<file path="config.mk">
export PLATFORM = sky130hd
export DESIGN_NAME = reset_sequencer
export DESIGN_NICKNAME = d
export VERILOG_FILES = /design/src/rtl/reset_sequencer.sv
export SDC_FILE = /design/constraint.sdc
export NUM_CORES = 1
export LEC_CHECK = 0
export CAP_MARGIN = 5
export CORE_MARGIN = 1.5
export CORE_UTILIZATION = 50
export DETAILED_ROUTE_END_ITERATION = 16
export PLACE_DENSITY = 0.71
export SKIP_CTS_REPAIR_TIMING = 1
export SLEW_MARGIN = 20
export SYNTH_ARGS = -nofsm -noshare
export SYNTH_HDL_FRONTEND = slang
export SYNTH_SLANG_ARGS = --single-unit
</file>
<file path="constraint.sdc">
create_clock -name clk -period 1.9 [get_ports clk]
set_clock_uncertainty 0.15 [all_clocks]
set_input_delay 0.38 -clock clk [delete_from_list [all_inputs] [get_ports clk]]
set_output_delay 0.38 -clock clk [all_outputs]
set_load 0.01 [all_outputs]
</file>
<file path="src/rtl/reset_sequencer.sv">
`timescale 1ns/1ps
// reset_sequencer: asynchronous reset synchroniser feeding an ordered release
// of CHANNELS reset outputs. Outputs assert at once on rst. They release
// one at a time after a hold period, with a fixed gap between channels.
// A synchronous software request restarts the release sequence without
// going through the synchroniser.
module reset_sequencer #(
    parameter int STAGES   = 2,
    parameter int CHANNELS = 3,
    parameter int HOLD     = 16,
    parameter int GAP      = 4
) (
    input  logic                clk,
    input  logic                rst,
    input  logic                sw_rst,
    output logic [CHANNELS-1:0] rst_out,
    output logic                ready
);
    localparam int MAXC = (HOLD > GAP) ? HOLD : GAP;
    localparam int CW   = $clog2(MAXC + 1);
    localparam int IW   = (CHANNELS > 1) ? $clog2(CHANNELS) : 1;

    localparam logic [CW-1:0] CNT_SAT   = '1;
    localparam logic [CW-1:0] HOLD_LAST = CW'(HOLD - 1);
    localparam logic [CW-1:0] GAP_LAST  = CW'(GAP - 1);
    localparam logic [IW-1:0] IDX_LAST  = IW'(CHANNELS - 1);
    localparam logic [IW-1:0] IDX_FIRST = IW'(1);

    generate
        if (STAGES < 2) begin : g_bad_stages
            $error("reset_sequencer: STAGES must be >= 2");
        end
        if (CHANNELS < 1) begin : g_bad_channels
            $error("reset_sequencer: CHANNELS must be >= 1");
        end
        if (HOLD < 1) begin : g_bad_hold
            $error("reset_sequencer: HOLD must be >= 1");
        end
        if (GAP < 1) begin : g_bad_gap
            $error("reset_sequencer: GAP must be >= 1");
        end
    endgenerate

    typedef enum logic [1:0] {
        ST_ASSERT,
        ST_HOLD,
        ST_RELEASE,
        ST_DONE
    } state_t;

    logic [STAGES-1:0]   sync_q;
    logic                rst_sync;
    state_t              state_q, state_d;
    logic [CW-1:0]       cnt_q, cnt_d, cnt_inc;
    logic [IW-1:0]       idx_q, idx_d;
    logic [CHANNELS-1:0] out_d;
    logic                rdy_d;

    // Synchroniser: preset on rst, zeros shift in so release is clk-aligned
    always_ff @(posedge clk or posedge rst) begin
        if (rst) sync_q <= '1;
        else     sync_q <= {sync_q[STAGES-2:0], 1'b0};
    end

    assign rst_sync = sync_q[STAGES-1];

    // Saturating increment; the counter is only compared against HOLD-1/GAP-1
    assign cnt_inc = (cnt_q == CNT_SAT) ? cnt_q : cnt_q + 1'b1;

    // FSM, counter, channel index and the registered outputs
    always_ff @(posedge clk or posedge rst) begin
        if (rst) begin
            state_q <= ST_ASSERT;
            cnt_q   <= '0;
            idx_q   <= IDX_FIRST;
            rst_out <= '1;
            ready   <= 1'b0;
        end else begin
            state_q <= state_d;
            cnt_q   <= cnt_d;
            idx_q   <= idx_d;
            rst_out <= out_d;
            ready   <= rdy_d;
        end
    end

    // Next-state: sw_rst overrides everything, otherwise walk the sequence
    always_comb begin
        state_d = state_q;
        cnt_d   = cnt_q;
        idx_d   = idx_q;
        out_d   = rst_out;
        rdy_d   = ready;
        if (sw_rst) begin
            state_d = ST_ASSERT;
            cnt_d   = '0;
            idx_d   = IDX_FIRST;
            out_d   = '1;
            rdy_d   = 1'b0;
        end else begin
            case (state_q)
                ST_ASSERT: begin
                    if (!rst_sync) begin
                        state_d = ST_HOLD;
                        cnt_d   = '0;
                    end
                end
                ST_HOLD: begin
                    if (cnt_q == HOLD_LAST) begin
                        out_d[0] = 1'b0;
                        cnt_d    = '0;
                        if (CHANNELS == 1) begin
                            state_d = ST_DONE;
                            rdy_d   = 1'b1;
                        end else begin
                            state_d = ST_RELEASE;
                            idx_d   = IDX_FIRST;
                        end
                    end else begin
                        cnt_d = cnt_inc;
                    end
                end
                ST_RELEASE: begin
                    if (cnt_q == GAP_LAST) begin
                        // Decode the index so no out-of-range select exists
                        for (int k = 1; k < CHANNELS; k++) begin
                            if (idx_q == IW'(k)) out_d[k] = 1'b0;
                        end
                        cnt_d = '0;
                        if (idx_q == IDX_LAST) begin
                            state_d = ST_DONE;
                            rdy_d   = 1'b1;
                        end else begin
                            idx_d = idx_q + 1'b1;
                        end
                    end else begin
                        cnt_d = cnt_inc;
                    end
                end
                default: ;
            endcase
        end
    end

endmodule

</file>
# ---- Word level (Yosys, flattened, before mapping)
# Cells that the tools add are included.
dict set report classes {
  n_reduce_logical 15
  add_sub_neg 2
  mux 28
  n_eq_ne 12
}
# op n
set ops {}
lappend ops {{$mux 5} 5}
lappend ops {{$mux 2} 11}
lappend ops {{$ne 3x3->1 const B} 5}
lappend ops {{$pmux 5 s3} 1}
lappend ops {{$reduce_bool 2->1} 6}
lappend ops {{$mux 1} 8}
lappend ops {{$pmux 2 s3} 1}
lappend ops {{$reduce_and 3->1} 2}
lappend ops {{$add 5x1->5 const B} 1}
lappend ops {{$eq 5x2->1 const B} 1}
lappend ops {{$eq 5x4->1 const B} 1}
lappend ops {{$eq 5x5->1 const B} 1}
lappend ops {{$reduce_and 5->1} 1}
lappend ops {{$eq 2x1->1 const B} 2}
lappend ops {{$eq 2x2->1 const B} 2}
lappend ops {{$pmux 2 s2} 1}
lappend ops {{$reduce_and 2->1} 2}
lappend ops {{$reduce_and 4->1} 1}
lappend ops {{$reduce_bool 4->1} 1}
lappend ops {{$mux 3} 1}
lappend ops {{$reduce_bool 3->1} 1}
lappend ops {{$add 2x1->2 const B} 1}
lappend ops {{$logic_not 2->1} 1}
dict set report totals {
  elab_cells 65
  regBits 15
}

# ---- Longest topological paths before layout
# Gate-level depths: netlist of the first run.
dict set report logic_depth {
  ltp_word 5
  depth_mapped 6
}

# ---- Worst setup path before layout of the first run
# No wires, ideal clock.
dict set report synth_timing {
  kind {register to register}
  start {reg state_q[0]}
  end {reg cnt_q[1]}
  path_stages_with_launch 7
  n_path_buf 0
  arrival_ns 1.685
  required_ns 1.628
  path_slack_ns -0.057
  setup_ns 0.122
  path_cell_list {dfrtp_1 > inv_1 > ha_1 > or3_4 > a21o_1 > and3_1 > a32o_1}
}
dict set report synth_between {
  elab_chain_cells 3
  elab_cells_between_ends 8
  cone_classes {3 x eq/ne; 2 x mux; 3 x reduce/logical}
}
# element line_no
set synth_rtl {}
lappend synth_rtl {{start: declaration} 53} ;# state_t state_q, state_d;
lappend synth_rtl {{start signal: assignment} 79} ;# state_q <= state_d;
lappend synth_rtl {{$eq 2x2->1, or another cell as far along} 101} ;# case (state_q)
lappend synth_rtl {{$pmux 5 s3, or another cell as far along} 101}
lappend synth_rtl {{$mux 5 or $reduce_and 2->1 (tied branches)} --}
lappend synth_rtl {{end signal: assignment} 80} ;# cnt_q <= cnt_d;
lappend synth_rtl {{end: declaration} 54} ;# logic [CW-1:0] cnt_q, cnt_d, cnt_inc;
# Several ways; a longest one is shown, not always the timed one.
# A chain may end at the register's enable or synchronous reset.

# ---- Worst setup path in the final report of the first run
# Ends and elaborated chain as after synthesis.

==> results.md, run 1 <==
- Worst-path maximum fanout: 4
- Synth warn: 0
- Seq. cell area: ~380 um2
- Final Cycle Share: 103%
- Worst-Margin Slew: 574 ps
- Fillers: 131
- Bufs on Longest Clock Path: 2
- Share of layout cells above drive strength 1: between 20% and 30%
- Min-Delay Path Class: register to register
- Vias per std cell: 6.00
- Worst endpoint required time: between 1500 and 2000 ps
- First-pass GRT wire length: about 3100 um
- Core Rows: 14
- Placed Area: ~1000 um2
- Post-Route WL: slightly below 2000 um
- Port Buffer Count: 6
- Drt pass-1 iters: 4
- Setup Viol. Count Final: 3
- Reg clk slew, reported paths: 90 ps
- Area of the mapped netlist: 862 um2
- DRT iter0 DRCs: 35
- Part of the Yosys area used for sequential elements: around 44%
- Setup slack after layout: -54.0 ps
- Max Freq: between 500 and 600 MHz
- CTS tree: yes
- Slew Viols, Final: 0
- Slowest CP cell: dfrtp_1
- DRC: 0
- Ranking of synthesized cells by area: dfrtp_1 26%, dfstp_2 18%, ha_1 8.7%
- Critical-path cell list: inv_2 > ha_4 > or3_4 > a21o_1 > and3_1 > a32o_1
- Cells after Synth: 88
- Dpl ws: -58.5 ps
- ANT cells: 0
- Tot GR Track Use: roughly 22%
- Buffer and inverter count on the worst path: 1
- Initial antenna violation count: 0
- Syn avg cell area: between 9 and 10 um2
- RSZ-0062 raised after global routing: true
- Worst EP arrival: roughly 2000 ps
- DR vias: 750
- Outcome: finished with violations
- Layout Cell Area excl Fill: 1080 um2
- Pwr/cell area: between 900 and 1000 nW/um2
- Num CTS Buffers: 3
- Skew-Pair Late Insertion Delay: 290 ps
- Multi-input logic area: roughly 470 um2
- Critical Path Max Stage Delay: between 400 and 500 ps
- Leading area contributor after synthesis: dfrtp_1
- Critical Path End Type: register
- Die area: 1980 um2
- Chip height: between 40 and 50 um
- GPL Wtd Cong: between 0.7 and 0.8
- Clock root buffer: clkbuf_4
- Yosys cell types: 34
- Critical Path Start Type: register
- Setup TNS: -115 ps
- Dpl hpwl: around 1400 um
- DR WL/cell: 15.7 um
- Max H-tree Level: 1
- Area added between synthesis and finish: 25.8%
- CP Class: register to register
- Final std cells w/o fill: between 100 and 150
- Inst Count DP: 121
- Tmin final: 1950 ps
- Failing checks: setup timing
- Core Area: about 1600 um2
- Fin nets: about 120
- Fin. Hold Viols: 0
- Largest net degree at the start of global routing: 16
- Initial Util: between 50 and 60%
- I/O Pins: 7
- Die span in x: 44.5 um
- Syn_nets: 97
- Final antenna-violating net count: 0
- Crit-path leading delay family: simple AND/OR/NAND/NOR gates
- Slew Limit Headroom: 61.7%
- CTS Sinks: 15
- Pleak: roughly 0.47 nW
- GRT overflow: 0
- Maximum vdd ir drop: ~0.62 mV
- Vias in the first global route: between 600 and 700
- Synth Register Bits: 15
- Area share of the largest cell type after synthesis: 26.1%
- MaxCap Viol Count: 0
synth_stat cells:
cell type and n:
or3_1 1, clkbuf_1 1, o21a_1 1, nand4_1 3, dfstp_2 6, or3_4 1, or2b_1 1, nand4b_1 1
a311o_1 1, ha_1 6, nand2b_1 1, a32o_1 2, conb_1 1, a311oi_1 1, nor4_2 1, a21oi_1 6
nor2b_1 2, nor3_1 3, and3b_1 1, o21ai_0 4, a31oi_1 1, and2_1 3, nand2_1 8, o21ai_1 1
o22ai_1 1, a31oi_2 1, a21o_1 4, nor4b_2 1, nor2_1 2, a2111oi_0 1, dfrtp_1 9, and3_1 2
nand3_1 2, inv_1 8
cells in the final DEF (no fill, tap or decap), types with 3 or more instances in the layout:
| cell | netlist | final |
|---|---|---|
| buf_4 | 0 | 12 |
| dfrtp_1 | 9 | 9 |
| o21ai_0 | 4 | 4 |
| nand2_1 | 8 | 7 |
| nor3_1 | 3 | 3 |
| a21oi_1 | 6 | 6 |
| a21o_1 | 4 | 4 |
| nand4_1 | 3 | 3 |
| clkdlybuf4s50_1 | 0 | 4 |
| inv_1 | 8 | 7 |
| clkbuf_4 | 0 | 3 |
| dfstp_2 | 6 | 6 |
| ha_1 | 6 | 4 |
state kept, by name, summed over array words and instances (netlist names):
| name | flops |
|---|---|
| cnt_q | 5 |
| rst_out | 3 |
| idx_q | 2 |
| state_q | 2 |
| sync_q | 2 |
| ready | 1 |
final timing paths:
kind                       cells after the start                     end  slack [ps]              startpoint
min reg2reg                                    0     sync_q[1]$_DFF_PP1_         210     sync_q[0]$_DFF_PP1_
max                                            6    cnt_q[1]$_DFFE_PP0P_         -50  state_q[0]$_DFFE_PP0P_
min                                            0     sync_q[1]$_DFF_PP1_         210     sync_q[0]$_DFF_PP1_
max reg2reg                                    6    cnt_q[1]$_DFFE_PP0P_         -50  state_q[0]$_DFFE_PP0P_
max in group asynchronous                      2  rst_out[0]$_DFFE_PP1P_         940                     rst
min in group asynchronous                      2    cnt_q[4]$_DFFE_PP0P_         280                     rst
per-stage QoR:
| step | power (mW) | util (%) | hold slack, ps |
|---|---|---|---|
| CTS | 1.01 | 68.6 | 216 |
| global placement | 0.785 | 66.9 | 203 |
| global route | 1.08 | 69.6 | 221 |
| detailed placement | 0.809 | 66.9 | 202 |
| finish | 1.03 | 69.6 | 213 |
| floorplan | 0.653 | - | 127 |
metal layers:
metal  up-vias  share of wire (%)  global-route usage (%)
li1        360                  -                       -
met1       365                 48                    34.0
met2        20                 46                    29.9
met3         5                4.1                    2.45
met4         0                1.8                    10.9
met5         -                  0                       0
cell families (layout without fill, tap and decap cells):
family,count (synthesis),in the layout,synth area share [%]
other,1,1,0.435
DFF,15,15,44.4
and+or+nand+nor,33,33,23.4
adders and majority gates,6,6,8.71
AOI/OAI and AO/OA,24,24,19.2
buffers and inverters,9,30,3.92
final cells by class:
class | count | area share [%]
timing repair buffer | 18 | 14.3
inverter | 8 | 2.77
clock buffer | 4 | 2.42
tap | 16 | 1.85
sequential | 15 | 35.3
multi-input combinational | 64 | 43.4
power breakdown:
group | switching, mW | internal [mW] | leakage, nW
clock | 0.113 | 0.0818 | 0.0150
combinational | 0.237 | 0.218 | 0.271
sequential | 0.0295 | 0.349 | 0.186
Power figures use the tool's default switching activity.
==> run 2, diff against run 1 <==
--- a/config.mk
+++ b/config.mk
@@ -10,6 +10,7 @@
 export CORE_UTILIZATION = 50
 export DETAILED_ROUTE_END_ITERATION = 16
 export PLACE_DENSITY = 0.71
+export RECOVER_POWER = 100
 export SKIP_CTS_REPAIR_TIMING = 1
 export SLEW_MARGIN = 20
 export SYNTH_ARGS = -nofsm -noshare
==> results.md, run 2 (synthesis gave the netlist of run 1 again) <==
- Slew Limit Headroom: 61.3% (was 61.7%)
- Setup TNS: -166 ps (was -115 ps)
- Skew-Pair Late Insertion Delay: 290 ps (about the same)
- Drt pass-1 iters: 4 (unchanged)
- Setup Viol. Count Final: 3 (unchanged)
- Setup slack after layout: -67.5 ps (was -54.0 ps)
- Tmin final: 1970 ps (was 1950 ps)
- Max Freq: 508 MHz (was 512 MHz)
- CP Class: register to register (unchanged)
- Total Power: 1.03 mW (about the same)
- Pleak: 0.477 nW (was 0.473 nW)
- Failing checks: setup timing (unchanged)
- I/O Pins: 7 (unchanged)
- Min-Delay Path Class: register to register (unchanged)
- Regs by FF count: cnt_q: 5 flops, rst_out: 3 flops (unchanged)
- Core Rows: 14 (unchanged)
- Biggest register: cnt_q (unchanged)
- DR WL/cell: 15.7 um (about the same)
- GRT overflow: 0 (unchanged)
- CP Depth: 6 (unchanged)
- WHS: 213 ps (about the same)
- Max H-tree Level: 1 (unchanged)
- Reg2reg start: state_q[0]$_DFFE_PP0P_ (unchanged)
- GPL Wtd Cong: 0.797 (unchanged)
- Die span in x: 44.5 um (unchanged)
- Seq. cell area: 383 um2 (unchanged)
- Num CTS Buffers: 3 (unchanged)
- Critical-path cell list: inv_2 > ha_4 > or3_4 > a21o_1 > and3_1 > a32o_1 (unchanged)
- Outcome: finished with violations (unchanged)
- Tot GR Track Use: 22.0% (unchanged)
- Critical path destination: cnt_q[1]$_DFFE_PP0P_ (unchanged)
- Largest net degree at the start of global routing: 16 (unchanged)
- Worst EP arrival: 2000 ps (was 1990 ps)
- Fillers: 132 (was 131)
- Worst endpoint required time: 1940 ps (about the same)
- Slowest CP cell: dfrtp_1 (unchanged)
- Pwr/cell area: 952 nW/um2 (was 947 nW/um2)
- Chip height: 44.5 um (unchanged)
- CTS tree: yes (unchanged)
- Multi-input logic area: 470 um2 (unchanged)
- DRC: 0 (unchanged)
- Final Cycle Share: 104% (was 103%)
- Maximum vdd ir drop: 0.623 mV (was 0.621 mV)
- DR vias: 736 (was 750)
- Inst Count DP: 121 (unchanged)
- Critical Path End Type: register (unchanged)
- Worst-Margin Slew: 580 ps (was 574 ps)
- Critical Path Start Type: register (unchanged)
- FF-to-FF End: cnt_q[1]$_DFFE_PP0P_ (unchanged)
- Bufs on Longest Clock Path: 2 (unchanged)
- First-pass GRT wire length: 3110 um (unchanged)
- MaxCap Viol Count: 0 (unchanged)
- Max FFs per register: 5 (unchanged)
- Initial Util: 55.3% (unchanged)
- Crit-path leading delay family: simple AND/OR/NAND/NOR gates (unchanged)
- Critical Path Max Stage Delay: 450 ps (was 440 ps)
- Dpl hpwl: 1430 um (unchanged)
- Final antenna-violating net count: 0 (unchanged)
- Vias in the first global route: 665 (unchanged)
- Area added between synthesis and finish: 25.3% (was 25.8%)
- Initial antenna violation count: 0 (unchanged)
- Clock root buffer: clkbuf_4 (unchanged)
- DRT iter0 DRCs: 33 (was 35)
- Final std cells w/o fill: 125 (unchanged)
- Post-Route WL: 1970 um (about the same)
- Buffer and inverter count on the worst path: 1 (unchanged)
- Final core utilization: 69.3% (was 69.6%)
- Port Buffer Count: 6 (unchanged)
- Reg clk slew, reported paths: 90 ps (about the same)
- R2r worst-path depth: 6 (unchanged)
- Core Area: 1560 um2 (unchanged)
- RSZ-0062 raised after global routing: true (unchanged)
- ANT cells: 0 (unchanged)
- Crit. Startpoint: state_q[0]$_DFFE_PP0P_ (unchanged)
- Commonest non-fill, non-tap cell in the layout: buf_4 (unchanged)
- Fin nets: 119 (unchanged)
- Register-to-register setup slack: -70 ps (was -50 ps)
- Slew Viols, Final: 0 (unchanged)
- CTS Sinks: 15 (unchanged)
- Most frequent cells in the layout: 12 x buf_4, 9 x dfrtp_1, 7 x inv_1, 7 x nand2_1, 6 x a21oi_1 (was 12 x buf_4, 9 x dfrtp_1, 7 x inv_1, 7 x nand2_1)
- Die area: 1980 um2 (unchanged)
- Vias per std cell: 5.89 (was 6.00)
- Worst-path maximum fanout: 4 (unchanged)
- Fin. Hold Viols: 0 (unchanged)
- Share of layout cells above drive strength 1: 27.5% (was 28.4%)
==> run 2: cell types whose count changed in the layout (fill, tap and decap cells not counted), sizes merged <==
cell | previous run | this run
dlymetal6s2s | 2 | 0
clkdlybuf4s25 | 0 | 2
dlygate4sd3 | 0 | 2
clkdlybuf4s50 | 4 | 2
==> run 2: area by class of cell <==
type	count	area share (%)
timing repair buffer	18	13.9
inverter	8	2.78
tap	16	1.85
multi-input combinational	64	43.6
clock buffer	4	2.43
sequential	15	35.5
==> run 2: how the worst min path moves through the flow <==
stage | from | endpoint | cells past startpoint
after floorplan | rst | cnt_q[0]$_DFFE_PP0P_ | 1
after global placement | sync_q[0]$_DFF_PP1_ | sync_q[1]$_DFF_PP1_ | 0
after detailed placement | sync_q[0]$_DFF_PP1_ | sync_q[1]$_DFF_PP1_ | 0
after CTS | sync_q[0]$_DFF_PP1_ | sync_q[1]$_DFF_PP1_ | 0
after global routing | sync_q[0]$_DFF_PP1_ | sync_q[1]$_DFF_PP1_ | 0
final | sync_q[0]$_DFF_PP1_ | sync_q[1]$_DFF_PP1_ | 0
==> run 2: metal layers <==
| metal | track usage, % | wire length, um | vias up |
|---|---|---|---|
| met5 | 0 | 0 | - |
| met4 | 10.9 | 52 | 0 |
| met3 | 2.45 | 91 | 7 |
| met2 | 29.9 | 884 | 20 |
| met1 | 34.0 | 937 | 348 |
| li1 | - | - | 361 |
==> run 2: through the flow <==
| stage | instance area [um2] | setup WS, ps |
|---|---|---|
| 2_1_floorplan | 877 | 3.20 |
| 3_3_place_gp | 1040 | -22.6 |
| 3_5_place_dp | 1040 | -58.5 |
| 4_1_cts | 1070 | -92.6 |
| 5_1_grt | 1080 | -111 |
| 6_report | 1080 | -67.5 |
==> run 2: power breakdown <==
group | leakage (nW) | switching, mW | total (mW) | internal, mW
Sequential | 0.185 | 0.0303 | 0.379 | 0.348
Clock | 0.0150 | 0.112 | 0.194 | 0.0818
Combinational | 0.277 | 0.239 | 0.456 | 0.217
Total | 0.477 | 0.381 | 1.03 | 0.647
==> run 2: worst register-to-register path: cells and delay by family, from the launching register on <==
kind / cells / cell delay, ps
adder cells (fa/ha/maj): 1 / 170
flip-flops: 1 / 450
buffers and inverters: 1 / 80
AND/OR/NAND/NOR: 2 / 570
AO/OA/AOI/OAI: 2 / 450
